## src/rtl/mult_div_unit.sv

```systemverilog
// Iterative MIPS multiply/divide unit: shift-add multiply, restoring divide, HI/LO registers.
// Optional MDU_DIV_ZERO_DETECT_EN: early finish on divide-by-zero plus a div_zero flag.
module mult_div_unit #(
    parameter int DATA_WIDTH = 32
) (
    input  logic                  clk,
    input  logic                  rst_n,
    input  logic                  start,
    input  logic [2:0]            op,
    input  logic [DATA_WIDTH-1:0] src_a,
    input  logic [DATA_WIDTH-1:0] src_b,
    output logic                  busy,
    output logic                  done,
`ifdef MDU_DIV_ZERO_DETECT_EN
    output logic                  div_zero,
`endif
    output logic [DATA_WIDTH-1:0] hi,
    output logic [DATA_WIDTH-1:0] lo
);
    localparam int W  = DATA_WIDTH;
    localparam int CW = $clog2(W);

    localparam logic [1:0] S_IDLE   = 2'd0;
    localparam logic [1:0] S_CALC   = 2'd1;
    localparam logic [1:0] S_FINISH = 2'd2;

    localparam logic [2:0] OP_MTHI = 3'b100;
    localparam logic [2:0] OP_MTLO = 3'b101;

    logic [1:0]    state;
    logic [CW-1:0] cnt;
    logic [W-1:0]  acc_hi;
    logic [W-1:0]  acc_lo;
    logic [W-1:0]  mag_b;
    logic          is_div;
    logic          neg_q;
    logic          neg_r;
`ifdef MDU_DIV_ZERO_DETECT_EN
    logic          dz_pend;
`endif

    // Operand magnitudes; the most negative value maps to 2^(W-1) unsigned.
    logic         signed_op;
    logic         a_neg;
    logic         b_neg;
    logic [W-1:0] a_mag;
    logic [W-1:0] b_mag;

    assign signed_op = ~op[0];
    assign a_neg     = signed_op & src_a[W-1];
    assign b_neg     = signed_op & src_b[W-1];
    assign a_mag     = a_neg ? (~src_a + 1'b1) : src_a;
    assign b_mag     = b_neg ? (~src_b + 1'b1) : src_b;

    // Multiply step: acc_lo holds the unconsumed multiplier bits, product shifts in from the top.
    logic [W:0] mul_sum;
    assign mul_sum = {1'b0, acc_hi} + (acc_lo[0] ? {1'b0, mag_b} : {(W+1){1'b0}});

    // Divide step: acc_hi is the partial remainder, acc_lo shifts dividend out and quotient in.
    logic [W:0]   div_shift;
    logic [W+1:0] div_diff;
    logic         div_borrow;
    assign div_shift  = {acc_hi, acc_lo[W-1]};
    assign div_diff   = {1'b0, div_shift} - {2'b00, mag_b};
    assign div_borrow = div_diff[W+1];

    logic [2*W-1:0] prod_fix;
    logic [W-1:0]   quot_fix;
    logic [W-1:0]   rem_fix;
    assign prod_fix = neg_q ? (~{acc_hi, acc_lo} + 1'b1) : {acc_hi, acc_lo};
    assign quot_fix = neg_q ? (~acc_lo + 1'b1) : acc_lo;
    assign rem_fix  = neg_r ? (~acc_hi + 1'b1) : acc_hi;

    assign busy = (state != S_IDLE);

    always_ff @(posedge clk or negedge rst_n) begin
        if (!rst_n) begin
            state  <= S_IDLE;
            cnt    <= '0;
            acc_hi <= '0;
            acc_lo <= '0;
            mag_b  <= '0;
            is_div <= 1'b0;
            neg_q  <= 1'b0;
            neg_r  <= 1'b0;
            done   <= 1'b0;
            hi     <= '0;
            lo     <= '0;
`ifdef MDU_DIV_ZERO_DETECT_EN
            dz_pend  <= 1'b0;
            div_zero <= 1'b0;
`endif
        end else begin
            done <= 1'b0;
`ifdef MDU_DIV_ZERO_DETECT_EN
            div_zero <= 1'b0;
`endif
            case (state)
                S_IDLE: begin
                    if (start) begin
                        if (!op[2]) begin
                            acc_hi <= '0;
                            acc_lo <= a_mag;
                            mag_b  <= b_mag;
                            is_div <= op[1];
                            neg_q  <= a_neg ^ b_neg;
                            neg_r  <= a_neg;
                            cnt    <= '0;
                            state  <= S_CALC;
`ifdef MDU_DIV_ZERO_DETECT_EN
                            dz_pend <= 1'b0;
                            // Preload exactly what the full iteration would leave behind.
                            if (op[1] && (src_b == '0)) begin
                                acc_hi  <= a_mag;
                                acc_lo  <= '1;
                                dz_pend <= 1'b1;
                                state   <= S_FINISH;
                            end
`endif
                        end else if (op == OP_MTHI) begin
                            hi <= src_a;
                        end else if (op == OP_MTLO) begin
                            lo <= src_a;
                        end
                    end
                end
                S_CALC: begin
                    if (is_div) begin
                        acc_hi <= div_borrow ? div_shift[W-1:0] : div_diff[W-1:0];
                        acc_lo <= {acc_lo[W-2:0], ~div_borrow};
                    end else begin
                        acc_hi <= mul_sum[W:1];
                        acc_lo <= {mul_sum[0], acc_lo[W-1:1]};
                    end
                    if (cnt == CW'(W-1)) begin
                        cnt   <= '0;
                        state <= S_FINISH;
                    end else begin
                        cnt <= cnt + 1'b1;
                    end
                end
                S_FINISH: begin
                    if (is_div) begin
                        hi <= rem_fix;
                        lo <= quot_fix;
                    end else begin
                        {hi, lo} <= prod_fix;
                    end
                    done  <= 1'b1;
                    state <= S_IDLE;
`ifdef MDU_DIV_ZERO_DETECT_EN
                    div_zero <= dz_pend;
                    dz_pend  <= 1'b0;
`endif
                end
                default: state <= S_IDLE;
            endcase
        end
    end
endmodule

```

## config.mk

```make
export PLATFORM = sky130hd
export DESIGN_NAME = mult_div_unit
export DESIGN_NICKNAME = d
export VERILOG_FILES = /design/src/rtl/mult_div_unit.sv
export SDC_FILE = /design/constraint.sdc
export NUM_CORES = 1
export LEC_CHECK = 0
export BUFFER_PORTS_ARGS = -buffer_cell sky130_fd_sc_hd__clkbuf_2
export CORE_MARGIN = 2
export CORE_UTILIZATION = 65
export DETAILED_ROUTE_END_ITERATION = 16
export PLACE_DENSITY = 0.85
export SLEW_MARGIN = 15
export SYNTH_ARGS = -nofsm -noshare
export SYNTH_HDL_FRONTEND = slang
export SYNTH_SLANG_ARGS = --single-unit
export TNS_END_PERCENT = 20
```

## constraint.sdc

```tcl
create_clock -name clk -period 5.98 [get_ports clk]
set_clock_uncertainty 0.1 [all_clocks]
set_input_delay 1.196 -clock clk [delete_from_list [all_inputs] [get_ports clk]]
set_output_delay 1.196 -clock clk [all_outputs]
set_load 0.005 [all_outputs]
```

== Word level (Yosys, flattened, before mapping) ==
Index checks and enable logic that the tools add are counted.

* Add/subtract/negate cells: 8
* Equal/unequal tests: 12
* Mux-type cells: 35
* Bitwise operators: 11
* Reduce and logical (&&, ||, !) cells: 9

{| class="wikitable"
|+ Operator list
! operator !! number
|-
| 2-to-1 mux 32 bit || 21
|-
| one-hot mux 32 bit (2 select lines) || 4
|-
| adder 32 x 1 -> 32 bit, second input constant || 4
|-
| NOT 32 bit || 4
|-
| adder 64 x 1 -> 64 bit, second input constant || 1
|-
| 2-to-1 mux 64 bit || 1
|-
| NOT 64 bit || 1
|-
| subtractor 33 x 32 -> 34 bit || 1
|-
| adder 32 x 32 -> 33 bit || 1
|-
| 2-to-1 mux 5 bit || 3
|-
| inequality test 2 bit, second input constant || 7
|-
| one-hot mux 5 bit (2 select lines) || 1
|-
| AND reduction 3 bit || 3
|-
| == test 3 bit, second input constant || 2
|-
| 2-to-1 mux 2 bit || 3
|-
| nonzero test 2 bit || 3
|-
| adder 5 x 1 -> 5 bit, second input constant || 1
|-
| == test 5 bit, second input constant || 1
|-
| AND reduction 5 bit || 1
|-
| one-hot mux 2 bit (2 select lines) || 1
|-
| AND reduction 4 bit || 1
|-
| NOT 1 bit || 3
|-
| AND 1 bit || 2
|-
| == test 2 x 1 -> 1 bit, second input constant || 1
|-
| other kinds (4) || 4
|}

* Bits in registers: 171
* Input port bits: 70
* Output and inout port bits: 66

== Logic depth before layout (Yosys ltp) ==
Gate-level depths: netlist of run 1.

* Depth in word-level cells: 6
* Mapped depth: 15
* Depth with buffers taken out: 14

== Worst setup path after synthesis of run 1 ==
OpenSTA, ideal clock, no wires.

* Path kind: reg-to-reg
* From: register acc_lo[0]
* To: register acc_hi[30]
* Library setup time: 0.136 ns
* Data arrival time: 3.334 ns
* Required time: 5.744 ns
* Slack: 2.411 ns
* Stages on the path, launching flop included: 15
* Clock period less this slack: 3.569 ns
* Path through: dfrtp_1 > inv_1 > clkbuf_1 > nor2_1 > ha_1 > or2_2 > and4b_1 > a221oi_1 > nand3_1 > a311oi_1 > o21ai_0 > a41oi_1 > a21oi_1 > xnor2_1 > o21ai_0

* Cells in the longest elaborated chain, start to end: 4

{| class="wikitable"
|+ RTL lines
! what !! line !! source
|-
| from (decl) || 33 || <nowiki>logic [W-1:0] acc_lo;</nowiki>
|-
| from (signal assigned) || 103 || <nowiki>acc_lo <= a_mag;</nowiki>
|-
| from (signal assigned) || 130 || <nowiki>acc_lo <= {acc_lo[W-2:0], ~div_borrow};</nowiki>
|-
| from (signal assigned) || 133 || <nowiki>acc_lo <= {mul_sum[0], acc_lo[W-1:1]};</nowiki>
|-
| 2-to-1 mux 32 bit || 57 || <nowiki>assign mul_sum = {1'b0, acc_hi} + (acc_lo[0] ? {1'b0, mag_b} : {(W+1){1'b0}});</nowiki>
|-
| adder 32 x 32 -> 33 bit || 57 ||
|-
| 2-to-1 mux 32 bit || 128 || <nowiki>if (is_div) begin</nowiki>
|-
| one-hot mux 32 bit (2 select lines) || 98 || <nowiki>case (state)</nowiki>
|-
| to (signal assigned) || 129 || <nowiki>acc_hi <= div_borrow ? div_shift[W-1:0] : div_diff[W-1:0];</nowiki>
|-
| to (signal assigned) || 132 || <nowiki>acc_hi <= mul_sum[W:1];</nowiki>
|-
| to (decl) || 32 || <nowiki>logic [W-1:0] acc_hi;</nowiki>
|}

Every way passes these cells.
A chain may end at the register's enable or synchronous reset.

== Worst setup path in the final report of run 1 ==
Ends and elaborated chain as after synthesis.

==> results of run 1 <==
## power breakdown
part | switching, mW | internal (mW) | leakage (nW)
logic | 3.91 | 2.75 | 4.57
registers | 0.748 | 1.72 | 2.10
clock network | 0.560 | 0.603 | 0.294
## sequential cells by signal, summed over array words and instances (netlist names)
| name | cells |
|---|---|
| lo | 32 |
| neg_q | 1 |
| neg_r | 1 |
| hi | 32 |
| is_div | 1 |
| acc_lo | 32 |
| state | 2 |
| done | 1 |
| mag_b | 32 |
| acc_hi | 32 |
| cnt | 5 |
## cells by family after synthesis
| group | after synthesis | synth area share |
|---|---|---|
| XOR/XNOR | 171 | 0.107 |
| flip-flops | 171 | 0.304 |
| multiplexers | 51 | 0.0365 |
| adder cells (fa/ha/maj) | 72 | 0.0652 |
| AND/OR/NAND/NOR | 588 | 0.189 |
| AO/OA/AOI/OAI | 597 | 0.254 |
| buffers and inverters | 166 | 0.0452 |
## metal layers
layer | routed length, µm | GRT usage
met5 | 0 | 0
met4 | 1440 | 0.160
met3 | 3260 | 0.0512
met2 | 18900 | 0.592
met1 | 16400 | 0.460
## placed cells by master, fill, tap and decap left out, types with 32 or more instances in the layout
master / count
nand2_1: 230
o21ai_0: 222
a21oi_1: 183
nor2_1: 171
dfrtp_1: 170
clkbuf_2: 134
xnor2_1: 89
xor2_1: 82
ha_1: 70
inv_1: 63
mux2i_1: 49
a21o_1: 32
## worst max-delay path, stage by stage (launching register included)
cell	delay [ps]
dfrtp_1	480
inv_1	420
nor2_1	110
ha_1	360
or2_2	330
and4b_1	220
a221oi_1	450
nand3_1	180
a311oi_1	560
o21ai_0	240
a41oi_1	330
a21oi_1	120
xnor2_1	130
o21ai_0	90
## per-stage QoR
| step | power, mW | utilization | hold WS [ps] | instances |
|---|---|---|---|---|
| finish | 10.3 | 0.729 | 379 | 2169 |
| global route | 11.1 | 0.729 | 407 | 2169 |
| CTS | 10.1 | 0.729 | 385 | 2169 |
| detailed placement | 8.92 | 0.700 | 369 | 2137 |
| global placement | 8.70 | 0.700 | 359 | 2137 |
| floorplan | 7.24 | - | 350 | 1816 |
## final cells by class
cell class                      count  area share
Multi-Input combinational cell   1479       0.594
Clock inverter                     14      0.0115
Clock buffer                       18      0.0278
Inverter                           63      0.0153
Timing Repair Buffer              149      0.0511
Tap cell                          275      0.0223
Sequential cell                   171       0.278
## final timing paths
check | to | slack (ps) | cells after the start | start
worst max-delay path | acc_hi[30]$_DFFE_PN0P_ | 1680 | 13 | acc_lo[0]$_DFFE_PN0P_
worst min-delay path | mag_b[20]$_DFFE_PN0P_ | 380 | 2 | mag_b[20]$_DFFE_PN0P_
worst max register to register | acc_hi[30]$_DFFE_PN0P_ | 1680 | 13 | acc_lo[0]$_DFFE_PN0P_
worst min register to register | mag_b[20]$_DFFE_PN0P_ | 380 | 2 | mag_b[20]$_DFFE_PN0P_
max in group asynchronous | is_div$_DFFE_PN0P_ | 3930 | 2 | rst_n
min in group asynchronous | lo[7]$_DFFE_PN0P_ | 670 | 1 | rst_n
==> reports/metrics.cfg, run 1 <==
[logic_synthesis]
postSynth.asyncResetShare=1.00
ys_types=71
synthCells=1816
synth-seq-cells=171
ys.flop_type=dfrtp_1
synth_top_area_frac=0.304
yosysWarnings=0
synth.most_common_cell=nand2_1
yosysSeqAreaShare=0.304
syn_nets=1958
yosysTopAreaCell=dfrtp_1
syn_area_mm2=0.0141
syn_area_per_cell_um2=7.74
synth-edff-count=0
synth_common_cells=nand2_1, o21ai_0, a21oi_1, nor2_1, dfrtp_1
yosys-top-cells-area=dfrtp_1, o21ai_0, a21oi_1

[die]
design.core.area_mm2=0.0212
ios=136
die_h_um=151
initial_utilization=0.664
die_w_um=151
core.rowCount=53
die_area_mm2=0.0228

[clock_tree]
holdBufCountCts=0
cts_sinks=171
clock_path_buffers=2
root_buffer=clkbuf_16
cts-resized-gates=0
h-tree-depth=4
cts_buffers=17
cts_tree=yes
clk_pin_slew_ps=80
post_cts_buffers=0
worstSkewPairLatency_ps=450

[detailed_routing]
initialDrtViolationCount=1162
detail_route.wirelength_mm=40.0
drtAntennaViolNets=0
wl_per_cell_um=18.5
via_count=13800
drc=0
drtPass1Iterations=10
vias_per_cell=6.37

[placed_design]
port_buffers=135
place_ws_ps=1850
postPlaceCellArea_mm2=0.0148
gp_congestion=0.953
place_hpwl_mm=29.5

[pwr]
ir_drop_mv=0.322
p_leak_nw=6.96
powerDensity_mw_per_mm2=667

[sta]
fin_crit_ps=4300
relSlewSlack=0.199
finalWorstSetupSlack_ps=1680
tns_ps=0
hold_viol=0
slew_violations=0
tightestPinTransition_ps=1200
rsz0062_at_grt=no
period_share=0.719
max_clock_freq_ghz=0.233
setup_violations=0

[setup_path]
worstSetupPathType=reg2reg
worstPathRequired_ps=6180
cp_max_fo=13
crit_path_start_kind=flip-flop
crit_arrival_ps=4500
end_kind=flip-flop

[global_routing]
first_global_vias=13200
overflow=0
antenna_found_initial=0
grt_max_degree=76
track_usage=0.356
grt_pass1_wl_mm=64.7

[cells_and_area]
regArea_mm2=0.00428
area_growth_pct=9.65
n_antenna_cell=0
n_fill_cell=1691
multiInputGateArea_mm2=0.00916
stdcell_area_mm2=0.0154
drive_above_1_share=0.108
fin_nets=2023

[status]
status=completed

[min_path]
hp-class=reg2reg

[run]
cap_violations=0

Note: power is estimated with default switching activity, not from simulation.
==> run 2: changes to the inputs <==
CORE_UTILIZATION = 55   (was 65)
PLACE_DENSITY = 0.77   (was 0.85)
clock period = 3.7 ns   (was 5.98 ns; I/O delays follow)
==> run 2 against run 1 <==
Against the previous run: sequential share of layout area down 1.2 points; largest cell class unchanged; die area up 18%; sequential cell count unchanged; worst setup slack worse by 1500 ps; sequential power up 52%.
==> reports/metrics.cfg, run 2 (synthesis gave the netlist of run 1 again) <==
[die]
die_h_um=164  ; +8.5%
die_w_um=164  ; +8.5%
initial_utilization=0.560  ; -0.105
core.rowCount=58  ; +9.4%
design.core.area_mm2=0.0251  ; +19%
die_area_mm2=0.0268  ; +18%
ios=136  ; unchanged

[placed_design]
place_hpwl_mm=32.0  ; +8.5%
place_ws_ps=102  ; -1750 ps
port_buffers=135  ; unchanged
gp_congestion=0.956  ; +0.30%

[clock_tree]
clk_pin_slew_ps=80  ; about the same
cts_buffers=17  ; unchanged
cts_tree=yes
root_buffer=clkbuf_16
post_cts_buffers=0  ; unchanged
clock_path_buffers=2  ; unchanged
cts_sinks=171  ; unchanged
h-tree-depth=4  ; unchanged
worstSkewPairLatency_ps=440  ; about the same

[detailed_routing]
wl_per_cell_um=18.3  ; -1.1%
drtAntennaViolNets=0  ; unchanged
drc=0  ; unchanged
detail_route.wirelength_mm=42.0  ; +4.9%
initialDrtViolationCount=1256  ; +8.1%
drtPass1Iterations=6  ; -4
vias_per_cell=6.07  ; -4.7%
via_count=14000  ; +1.0%

[global_routing]
overflow=0  ; unchanged
first_global_vias=13000  ; -1.5%
track_usage=0.313  ; -0.0420
antenna_found_initial=0  ; unchanged
grt_pass1_wl_mm=67.1  ; +3.6%
grt_max_degree=78  ; +2.6%

[pwr]
p_int_mw=8.74  ; +72%
switchingPower_mw=8.61  ; +65%
p_seq_frac=0.215  ; -0.025
switching_share=0.496  ; -0.0109
ir_drop_mv=0.566  ; +76%
total_power_mw=17.3  ; +69%
p_leak_nw=7.34  ; +5.4%
pwr-share-comb=0.681  ; +0.034
p_clk_frac=0.104  ; -0.009
powerDensity_mw_per_mm2=1080  ; +62%

[sta]
relSlewSlack=0.348  ; +0.148
period_share=0.955  ; +0.236
finalWorstSetupSlack_ps=168  ; -1520 ps
tns_ps=0  ; unchanged
setup_violations=0  ; unchanged
hold_viol=0  ; unchanged
max_clock_freq_ghz=0.283  ; +22%
tightestPinTransition_ps=979  ; -218 ps
fin_crit_ps=3530  ; -765 ps
slew_violations=0  ; unchanged
rsz0062_at_grt=yes

[status]
status=completed

[cells_and_area]
fin_nets=2099  ; +3.8%
n_fill_cell=2269  ; +34%
area_growth_pct=14.5
fin_util=0.641  ; -0.0876
n_antenna_cell=0  ; unchanged
drive_above_1_share=0.146  ; +0.0380
final_common_cell=nand2_1
layout_common_cells=nand2_1, o21ai_0, a21oi_1

[setup_path]
crit_path_start_kind=flip-flop
worstSetupPathType=reg2reg
end_kind=flip-flop
worstPathRequired_ps=3880  ; -2300 ps
crit_arrival_ps=3720  ; -780 ps
cp_max_fo=4  ; -9

[min_path]
hp-class=in2async

[run]
cap_violations=0  ; unchanged

-- run 2: repair_timing --
| action | CTS | global route |
|---|---|---|
| setup endpoints to repair | 0 | 12 |
| hold buffers | 0 | 0 |
| gates resized for setup | 0 | 11 |
| hold endpoints to repair | 0 | 0 |
-- run 2: per-stage QoR --
| step | hold WS (ps) | cell area, µm² | cells |
|---|---|---|---|
| after floorplan | 344 | 14100 | 1816 |
| after global placement | 359 | 15500 | 2268 |
| after detailed placement | 370 | 15500 | 2268 |
| after CTS | 154 | 16100 | 2300 |
| after global routing | 167 | 16100 | 2300 |
| final | 137 | 16100 | 2300 |
-- run 2: layer usage --
layer	track usage	routed length (µm)	up-vias
met5	0	0	-
met4	0.109	1350	0
met3	0.0376	2830	102
met2	0.513	19400	573
met1	0.430	18400	6554
li1	-	-	6721
-- run 2: worst paths after layout --
check,depth (start not counted),to,startpoint,slack [ps]
setup / recovery,13,acc_hi[20]$_DFFE_PN0P_,acc_lo[31]$_DFFE_PN0P_,170
hold / removal,1,lo[8]$_DFFE_PN0P_,rst_n,140
setup reg to reg,13,acc_hi[20]$_DFFE_PN0P_,acc_lo[31]$_DFFE_PN0P_,170
hold reg to reg,2,mag_b[14]$_DFFE_PN0P_,mag_b[14]$_DFFE_PN0P_,380
max in group asynchronous,2,lo[21]$_DFFE_PN0P_,rst_n,2440
min in group clk,2,mag_b[14]$_DFFE_PN0P_,mag_b[14]$_DFFE_PN0P_,380
-- run 2: area by class of cell --
cell class | instances | area (µm²) | share of cell area
Multi-Input combinational cell | 1479 | 9190 | 0.571
Inverter | 63 | 236 | 0.0147
Clock buffer | 18 | 429 | 0.0267
Clock inverter | 14 | 156 | 0.00972
Timing Repair Buffer | 225 | 1390 | 0.0864
Tap cell | 330 | 413 | 0.0257
Sequential cell | 171 | 4280 | 0.266
-- run 2: power by group through the flow --
stage                     Sequential (mW)  Clock (mW)  Combinational [mW]
after CTS                            3.70        1.81                11.6
after floorplan                      3.50           0                8.20
after detailed placement             3.73           0                11.5
after global routing                 3.83        1.89                13.0
after global placement               3.70           0                11.4
final                                3.73        1.80                11.8
-- run 2: worst max-delay path, cell delays in order (launching register included) --
cell and delay [ps]:
dfrtp_1 420, inv_1 140, ha_1 190, inv_1 60, fa_1 440, a211oi_1 390, o211ai_1 170, and3_1 260
a21o_1 210, a31oi_1 420, o21ai_0 190, xor2_1 170, a21oi_1 140, o21ai_0 80
==> run 3: changes to the inputs <==
==> constraint.sdc (replaced) <==
create_clock -name clk -period 3.7 [get_ports clk]
set_clock_uncertainty 0.1 [all_clocks]
set_input_delay 0.185 -clock clk [delete_from_list [all_inputs] [get_ports clk]]
set_output_delay 0.185 -clock clk [all_outputs]
set_load 0.005 [all_outputs]
==> run 3 against run 2 <==
Against the previous run: combinational power barely moved; register-to-register slack got worse by 40 ps; die area unchanged; critical path type unchanged; global-route usage rose by 0.82 points; sequential cell count unchanged; clock power is 7% higher; wire length is 2.6% higher.
==> reports/metrics.cfg, run 3 (synthesis gave the netlist of run 1 again) <==
[status]
status=completed

[pwr]
p_leak_nw=7.39  ; +0.71%
powerDensity_mw_per_mm2=1060  ; -1.3%
ir_drop_mv=0.465  ; -18%

[sta]
tightestPinTransition_ps=1070  ; +92.0 ps
finalWorstSetupSlack_ps=126  ; -41.9 ps
period_share=0.966  ; +0.0113
max_clock_freq_ghz=0.280  ; -1.2%
setup_violations=0  ; unchanged
fin_crit_ps=3570  ; +41.9 ps
rsz0062_at_grt=no
relSlewSlack=0.286  ; -0.0613
hold_viol=0  ; unchanged
slew_violations=0  ; unchanged
tns_ps=0  ; unchanged

[detailed_routing]
drtAntennaViolNets=0  ; unchanged
wl_per_cell_um=18.6  ; +2.0%
detail_route.wirelength_mm=43.1  ; +2.6%
drtPass1Iterations=6  ; unchanged
initialDrtViolationCount=1207  ; -3.9%
drc=0  ; unchanged
via_count=14200  ; +1.8%
vias_per_cell=6.14  ; +1.2%

[clock_tree]
cts_buffers=17  ; unchanged
post_cts_buffers=0  ; unchanged
cts_sinks=171  ; unchanged
cts_tree=yes
worstSkewPairLatency_ps=450  ; about the same
clk_pin_slew_ps=80  ; about the same
clock_path_buffers=2  ; unchanged
h-tree-depth=4  ; unchanged
root_buffer=clkbuf_16

[min_path]
hp-class=in2reg

[die]
initial_utilization=0.560  ; unchanged
design.core.area_mm2=0.0251  ; unchanged
die_h_um=164  ; unchanged
die_w_um=164  ; unchanged
die_area_mm2=0.0268  ; unchanged
core.rowCount=58  ; unchanged
ios=136  ; unchanged

[cells_and_area]
layout_common_cells=nand2_1, o21ai_0, a21oi_1
regArea_mm2=0.00428  ; unchanged
n_antenna_cell=0  ; unchanged
area_growth_pct=16.0
fin_util=0.649  ; +0.00817
fin_nets=2114  ; +0.71%
drive_above_1_share=0.136  ; -0.00960
finalNonFillerCells=2314  ; +0.61%
n_fill_cell=2161  ; -4.8%
final_common_cell=nand2_1
multiInputGateArea_mm2=0.00918  ; about the same

[setup_path]
cp_common_cell=or3_1
crit_slowest_cell=or3_1
cp_max_fo=11  ; +7
worst_path_largest_cell_delay_ps=510  ; +70 ps
cpLargestDelayFamily=simple AND/OR/NAND/NOR gates
cp_cell_sequence=inv_1 -> buf_4 -> ha_1 -> nand2_1 -> or2_2 -> or3_1 -> or3_1 -> o21a_1 -> xnor2_1 -> a21oi_1 -> o21ai_0
worstPathRequired_ps=3890  ; about the same
end_kind=flip-flop
crit_path_start_kind=flip-flop
path_buf_inv=2  ; unchanged
crit_arrival_ps=3760  ; +40 ps
worstSetupPathType=reg2reg

[global_routing]
first_global_vias=13500  ; +3.3%
grt_max_degree=104  ; +33%
antenna_found_initial=0  ; unchanged
grt_pass1_wl_mm=69.1  ; +3.0%
overflow=0  ; unchanged
track_usage=0.322  ; +0.00816

[placed_design]
place_inst=2252  ; -0.71%
port_buffers=135  ; unchanged
place_hpwl_mm=31.4  ; -1.8%
gp_congestion=0.989  ; +3.4%
place_ws_ps=106  ; +3.59 ps

[run]
cap_violations=0  ; unchanged

-- run 3: changes by cell type in the layout (fill, tap and decap cells not counted), moves of 2 or more --
cell / before / now
dlygate4sd3_1: 0 / 31
o21ai_1: 6 / 4
bufinv_16: 0 / 2
buf_4: 87 / 70
clkinv_8: 3 / 1
clkinvlp_4: 1 / 3
o21ai_0: 220 / 222
inv_6: 0 / 3
buf_6: 1 / 3
clkinv_4: 5 / 1
-- run 3: through the flow --
stage / hold slack, ps / power, mW / area, µm²
floorplan: -211 / 11.7 / 14100
global placement: 298 / 14.9 / 15300
detailed placement: 302 / 15.1 / 15300
CTS: 1.27 / 17.1 / 16300
global route: 19.1 / 18.8 / 16300
finish: 5.90 / 17.3 / 16300
-- run 3: area by class of cell --
type                    instances  area share
clock buffers                  17      0.0261
clock inverters                14      0.0110
inverters                      63      0.0145
multi-input cells            1479       0.563
flip-flops and latches        171       0.263
well taps                     330      0.0253
repair buffers                240      0.0970
-- run 3: final timing paths --
check	slack [ps]	depth (start not counted)	startpoint	endpoint
min	6	3	src_a[26]	lo[26]$_DFFE_PN0P_
max in group asynchronous	2110	3	rst_n	mag_b[17]$_DFFE_PN0P_
max reg2reg	130	11	acc_lo[0]$_DFFE_PN0P_	hi[0]$_DFFE_PN0P_
max	130	11	acc_lo[0]$_DFFE_PN0P_	hi[0]$_DFFE_PN0P_
min in group asynchronous	360	2	rst_n	lo[7]$_DFFE_PN0P_
min reg2reg	380	2	mag_b[14]$_DFFE_PN0P_	mag_b[14]$_DFFE_PN0P_
-- run 3: routing by layer --
layer / up-vias / GRT usage / routed length (µm)
met4: 0 / 0.117 / 1270
met1: 6699 / 0.426 / 18400
met3: 95 / 0.0462 / 3160
met2: 651 / 0.536 / 20200
met5: - / 0 / 0
li1: 6752 / - / -
-- run 3: where the power goes --
| group | internal [mW] | switching [mW] |
|---|---|---|
| Clock | 1.02 | 0.898 |
| Combinational | 4.98 | 6.71 |
| Sequential | 2.78 | 0.947 |
| Total | 8.79 | 8.55 |
-- run 3: timing repair --
| action | CTS | global route |
|---|---|---|
| gates resized for setup | 0 | 8 |
| endpoints found under the setup margin | 0 | 16 |
| hold buffers | 31 | 0 |
| endpoints found under the hold margin | 132 | 0 |
-- run 3: worst register-to-register path: cells and delay by family (launching register included) --
| family | cells | cell delay (ps) |
|---|---|---|
| XOR/XNOR | 1 | 230 |
| adder cells (fa/ha/maj) | 1 | 240 |
| flip-flops | 1 | 390 |
| AND/OR/NAND/NOR | 4 | 1300 |
| AO/OA/AOI/OAI | 3 | 730 |
| buffers and inverters | 2 | 420 |
